`config.mk`:
```
export PLATFORM = sky130hd
export DESIGN_NAME = dmem_arbiter
export DESIGN_NICKNAME = d
export VERILOG_FILES = /design/src/rtl/dmem_arb_pkg.sv /design/src/rtl/dmem_arbiter_rr_arb2.sv /design/src/rtl/dmem_arbiter.sv
export SDC_FILE = /design/constraint.sdc
export NUM_CORES = 1
export LEC_CHECK = 0
export BUFFER_PORTS_ARGS = -buffer_cell sky130_fd_sc_hd__clkbuf_2
export CAP_MARGIN = 15
export CORE_AREA = 2 2 118 120
export DETAILED_ROUTE_END_ITERATION = 8
export DIE_AREA = 0 0 120 122
export PLACE_DENSITY = 0.42
export SLEW_MARGIN = 30
export SYNTH_ARGS = -nofsm -noshare
export SYNTH_HDL_FRONTEND = slang
export SYNTH_SLANG_ARGS = --single-unit
```
`constraint.sdc`:
```
create_clock -name clk -period 1.83 [get_ports clk]
set_input_delay 0.183 -clock clk [delete_from_list [all_inputs] [get_ports clk]]
set_output_delay 0.183 -clock clk [all_outputs]
set_load 0.005 [all_outputs]
```
`src/rtl/dmem_arb_pkg.sv`:
```
`default_nettype none
// +----------------------------------------------------------------------+
// | dmem_arb_pkg                                                         |
// | Shared types and reset constants for the data-memory arbiter.        |
// | Revision: 1.0                                                        |
// +----------------------------------------------------------------------+
package dmem_arb_pkg;

    typedef enum logic [1:0] {
        S_IDLE = 2'd0,
        S_CRET = 2'd1,
        S_DRET = 2'd2
    } arb_state_t;

    typedef enum logic [0:0] {
        OWN_CORE = 1'b0,
        OWN_DMA  = 1'b1
    } owner_t;

    // The core wins the first conflict after reset.
    localparam owner_t RST_LAST_GNT = OWN_DMA;

endpackage
`default_nettype wire

```
`src/rtl/dmem_arbiter_rr_arb2.sv`:
```
`default_nettype none
// +----------------------------------------------------------------------+
// | rr_arb2                                                              |
// | Two-way round-robin picker; req[0]=core, req[1]=DMA, one-hot gnt.    |
// | Revision: 1.0                                                        |
// +----------------------------------------------------------------------+
module rr_arb2
    import dmem_arb_pkg::*;
(
    input  logic       clk,
    input  logic       reset,
    input  logic [1:0] req,
    input  logic       advance,
    output logic [1:0] gnt
);

    owner_t r_last_gnt;

    always_comb begin
        gnt = req;
        if (req == 2'b11) begin
            gnt = (r_last_gnt == OWN_DMA) ? 2'b01 : 2'b10;
        end
    end

    always_ff @(posedge clk) begin
        if (reset) begin
            r_last_gnt <= RST_LAST_GNT;
        end else if (advance) begin
            r_last_gnt <= gnt[1] ? OWN_DMA : OWN_CORE;
        end
    end

endmodule
`default_nettype wire

```
`src/rtl/dmem_arbiter.sv`:
```
`default_nettype none
// +----------------------------------------------------------------------+
// | dmem_arbiter                                                         |
// | Shares one synchronous-read data-memory port between core and DMA.   |
// | Optional: DMEM_ARB_PERF_EN adds a saturating conflict_cnt output.    |
// | Revision: 1.0                                                        |
// +----------------------------------------------------------------------+
module dmem_arbiter
    import dmem_arb_pkg::*;
#(
    parameter int AW = 32,
    parameter int DW = 32
) (
    input  logic          clk,
    input  logic          reset,
    input  logic          c_req,
    input  logic          c_we,
    input  logic [AW-1:0] c_addr,
    input  logic [DW-1:0] c_wdata,
    output logic          c_gnt,
    output logic          c_rvalid,
    output logic [DW-1:0] c_rdata,
    output logic          c_stall,
    input  logic          d_req,
    input  logic          d_we,
    input  logic [AW-1:0] d_addr,
    input  logic [DW-1:0] d_wdata,
    output logic          d_gnt,
    output logic          d_rvalid,
    output logic [DW-1:0] d_rdata,
    output logic          m_en,
    output logic          m_we,
    output logic [AW-1:0] m_addr,
    output logic [DW-1:0] m_wdata,
    input  logic [DW-1:0] m_rdata
`ifdef DMEM_ARB_PERF_EN
    ,
    output logic [31:0]   conflict_cnt
`endif
);

    arb_state_t r_state;
    logic       w_ce;
    logic       w_de;
    logic [1:0] w_req;
    logic [1:0] w_gnt;

    // In S_CRET the held core request is the one completing, so mask it.
    assign w_ce  = c_req && (r_state != S_CRET);
    assign w_de  = d_req;
    assign w_req = {w_de, w_ce} & {2{~reset}};

    rr_arb2 u_rr_arb2 (
        .clk     (clk),
        .reset   (reset),
        .req     (w_req),
        .advance (|w_gnt),
        .gnt     (w_gnt)
    );

    assign c_gnt = w_gnt[0];
    assign d_gnt = w_gnt[1];
    assign m_en  = |w_gnt;

    always_comb begin
        m_we    = 1'b0;
        m_addr  = '0;
        m_wdata = '0;
        if (c_gnt) begin
            m_we    = c_we;
            m_addr  = c_addr;
            m_wdata = c_wdata;
        end else if (d_gnt) begin
            m_we    = d_we;
            m_addr  = d_addr;
            m_wdata = d_wdata;
        end
    end

    assign c_rvalid = (r_state == S_CRET) && !reset;
    assign d_rvalid = (r_state == S_DRET) && !reset;
    assign c_rdata  = m_rdata;
    assign d_rdata  = m_rdata;
    assign c_stall  = c_req && (r_state != S_CRET) && !(c_gnt && c_we);

    always_ff @(posedge clk) begin
        if (reset) begin
            r_state <= S_IDLE;
        end else if (c_gnt && !c_we) begin
            r_state <= S_CRET;
        end else if (d_gnt && !d_we) begin
            r_state <= S_DRET;
        end else begin
            r_state <= S_IDLE;
        end
    end

`ifdef DMEM_ARB_PERF_EN
    logic [31:0] r_conflict_cnt;

    always_ff @(posedge clk) begin
        if (reset) begin
            r_conflict_cnt <= '0;
        end else if (w_ce && w_de && (r_conflict_cnt != 32'hFFFF_FFFF)) begin
            r_conflict_cnt <= r_conflict_cnt + 32'd1;
        end
    end

    assign conflict_cnt = r_conflict_cnt;
`endif

endmodule
`default_nettype wire

```
==> results.rst <==
.. list-table::
   :header-rows: 1

   * - Metric
     - Value
   * - Area after detailed placement
     - 2040 um^2
   * - Power density over the cells
     - 411 nW/um^2
   * - Number of unique standard cell types used by synthesis
     - 18
   * - Final antenna diode count
     - 0
   * - Synth Net Count
     - 328
   * - Crit. End Element
     - output port
   * - Sequential fraction of the synthesis area
     - 0.0458
   * - Count of unresolved DRC violations after routing
     - 0
   * - Fmax
     - 573 MHz
   * - Unrepaired setup endpoints after global routing
     - no
   * - Number of global-route vias before repair
     - 1575
   * - Total setup violations reported at the end of the flow
     - 0
   * - Synth top area cells
     - sky130_fd_sc_hd__a22o_1 (43%), sky130_fd_sc_hd__buf_4 (39%), sky130_fd_sc_hd__dfxtp_1 (4.6%), sky130_fd_sc_hd__buf_2 (3.4%), sky130_fd_sc_hd__buf_6 (1.7%)
   * - Crit path max-delay cell type
     - sky130_fd_sc_hd__dfxtp_1
   * - Routed Antenna Nets
     - 0
   * - Initial DRT Pass Iterations
     - 4
   * - Required time at the worst-slack endpoint
     - 1.65 ns
   * - Row count
     - 43
   * - Part of the cycle the worst path needs
     - 0.953
   * - Crit Path Class
     - reg2out
   * - Final non-filler cell area
     - 2130 um^2
   * - Synthesized area divided by synthesized cell count
     - 8.09 um^2
   * - Delay contributed by the slowest stage of the critical path
     - 0.30 ns
   * - Routed vias
     - 1727
   * - Final critical delay including setup and external delays
     - 1.74 ns
   * - Count of state elements after synthesis
     - 3
   * - Library cell occupying the most area in the post-synthesis netlist
     - sky130_fd_sc_hd__a22o_1
   * - Global placer's final weighted congestion
     - 0.691
   * - Number of levels in the clock H-tree
     - 1
   * - Startpoint kind of the worst setup timing path
     - register
   * - Quantity of I/O buffers inserted on ports
     - 204
   * - Number of clock sinks
     - 3
   * - Register cell area after layout
     - 61.3 um^2
   * - Die area
     - 14600 um^2
   * - Area of combinational cells with multiple inputs
     - 692 um^2
   * - Initial cell density of the core
     - 0.0971
   * - TritonCTS buffer count
     - 3
   * - Global-route usage over all layers
     - 0.0639
   * - DR iter-0 viols
     - 19
   * - Filler cell count in the final layout
     - 1544
   * - Clock root buffer master
     - sky130_fd_sc_hd__clkbuf_16
   * - Vertical extent of the die
     - 122 um
   * - Wirelength per Cell
     - 11.5 um
   * - Skew-Pair Late Insertion Delay
     - 0.22 ns
   * - Total of hold buffers inserted after clock tree synthesis
     - 0
   * - Sum of internal, switching and leakage power
     - 0.877 mW
   * - Fin nets
     - 461
   * - Setup skew after layout
     - 0.000641 ns
   * - Top-area cell type share of the netlist area
     - 0.434
   * - Final number of max-transition violations
     - 0
   * - GRT overflow
     - 0
   * - Critical Path, Cell by Cell
     - nand2b_4, a31oi_4, buf_12, a22o_1, clkbuf_2
   * - Worst Path Arrival
     - 1.56 ns
   * - Fraction of final layout cells sized beyond drive strength 1
     - 0.735
   * - Number of hold-slack violations in the final timing report
     - 0
   * - CP max FO
     - 67
   * - Post-Synthesis Cell Area
     - 1310 um^2
   * - Max-slew headroom
     - 0.799
   * - Setup TNS
     - 0 ns
   * - Transition time at the pin with the least slew margin
     - 0.301 ns
   * - Final HPWL DP
     - 4.70 mm
   * - Syn Inst Count
     - 162
   * - Leakage power
     - 1.24 nW
   * - Vias per Instance
     - 3.64
   * - Clock tree from TritonCTS
     - done
   * - Maximum root-to-sink buffer count
     - 2
   * - Worst hold path type
     - in2reg
   * - Count of max-cap constraint violations
     - 0
   * - Growth of design area from synthesis to finish
     - 62.7%
   * - Pin count of the biggest net entering global routing
     - 68
   * - DRT Wirelength
     - 5.46 mm
   * - Die Wd
     - 120 um
   * - Core footprint
     - 13500 um^2
   * - Boundary Pins
     - 301
   * - Antenna violations before repair
     - 0
   * - Global-route wire length before repair
     - 7.67 mm
   * - VDD IR max
     - 537 uV
   * - Run status
     - complete, no violations
   * - Ys Warns
     - 0
   * - Post-CTS clock slew at the launch and capture registers of the worst setup and hold paths
     - 0.03 ns
[worst max-delay path, delay by kind of cell (launching register included)]
family / cells / cell delay [ns]
flops: 1 / 0.30
buf+inv: 2 / 0.43
simple gates: 1 / 0.16
compound gates: 2 / 0.44
[logic make-up (layout without fill, tap and decap cells)]
| family | count (synthesis) | count (layout) | share of synthesized area |
|---|---|---|---|
| compound gates | 68 | 68 | 0.453 |
| simple gates | 12 | 12 | 0.0601 |
| buf+inv | 79 | 211 | 0.441 |
| flops | 3 | 3 | 0.0458 |
[layout make-up]
| class | count | area share |
|---|---|---|
| clock buffer | 4 | 0.0370 |
| multi-input combinational | 80 | 0.324 |
| sequential | 3 | 0.0287 |
| tap | 180 | 0.106 |
| timing repair buffer | 207 | 0.504 |
[flip-flops by register name (all words and copies together) (netlist names)]
register and cells:
r_state 2, u_rr_arb2.r_last_gnt 1
[metal layers]
metal | vias to the layer above | track usage | wire (um)
met5 | - | 0 | 0
met4 | 0 | 0.0221 | 109
met3 | 19 | 0.0178 | 569
met2 | 117 | 0.110 | 2720
met1 | 780 | 0.0761 | 2060
li1 | 811 | - | -
[report_power, final]
| part | switching [mW] | internal, mW | leakage (nW) | total [mW] |
|---|---|---|---|---|
| sequential | 0.00369 | 0.0699 | 0.0244 | 0.0736 |
| combinational | 0.193 | 0.267 | 1.18 | 0.460 |
| clock | 0.0558 | 0.287 | 0.0382 | 0.343 |
| total | 0.253 | 0.624 | 1.24 | 0.877 |
[worst paths after layout]
kind	startpoint	end	slack (ns)	depth (start not counted)
max	r_state[1]	m_wdata[31]	0.09	5
max reg2reg	r_state[1]	r_state[0]	0.64	4
min reg2reg	u_rr_arb2.r_last_gnt	u_rr_arb2.r_last_gnt	0.55	2
min	d_we	r_state[1]	0.15	2
[cell usage after synthesis]
| library cell | instances |
|---|---|
| sky130_fd_sc_hd__nor2_1 | 2 |
| sky130_fd_sc_hd__o21bai_1 | 1 |
| sky130_fd_sc_hd__buf_6 | 2 |
| sky130_fd_sc_hd__a31oi_2 | 1 |
| sky130_fd_sc_hd__nand2b_4 | 1 |
| sky130_fd_sc_hd__a22o_1 | 65 |
| sky130_fd_sc_hd__nand2_1 | 1 |
| sky130_fd_sc_hd__nor3b_1 | 1 |
| sky130_fd_sc_hd__dfxtp_1 | 3 |
| sky130_fd_sc_hd__nand2b_1 | 2 |
| sky130_fd_sc_hd__nor2b_1 | 1 |
| sky130_fd_sc_hd__or2_2 | 1 |
| sky130_fd_sc_hd__buf_2 | 9 |
| sky130_fd_sc_hd__nor3_1 | 1 |
| sky130_fd_sc_hd__and3_1 | 1 |
| sky130_fd_sc_hd__buf_4 | 68 |
| sky130_fd_sc_hd__and4b_1 | 1 |
| sky130_fd_sc_hd__a21oi_1 | 1 |
[what timing repair did]
action | in CTS | in global routing
resized for setup | 0 | 4
buffers inserted | 0 | 0
endpoints found under the setup margin | 0 | 31
[cells in the final DEF, fill, tap and decap left out, types with 2 or more instances in the layout]
cell type / count
sky130_fd_sc_hd__clkbuf_16: 3
sky130_fd_sc_hd__nor2_1: 2
sky130_fd_sc_hd__dfxtp_1: 2
sky130_fd_sc_hd__clkbuf_2: 204
sky130_fd_sc_hd__buf_12: 2
sky130_fd_sc_hd__nand2b_1: 2
sky130_fd_sc_hd__a22o_1: 64
[per-stage QoR]
stage | setup slack (ns) | cells | utilization | hold WS, ns
after global routing | 0.00332 | 474 | 0.158 | 0.178
after detailed placement | 0.247 | 470 | 0.151 | 0.366
after floorplan | 0.474 | 162 | - | 0.255
after global placement | 0.284 | 470 | 0.151 | 0.366
final | 0.0855 | 474 | 0.158 | 0.154
after CTS | 0.00809 | 474 | 0.157 | 0.154
(Power assumes the default switching activity.)
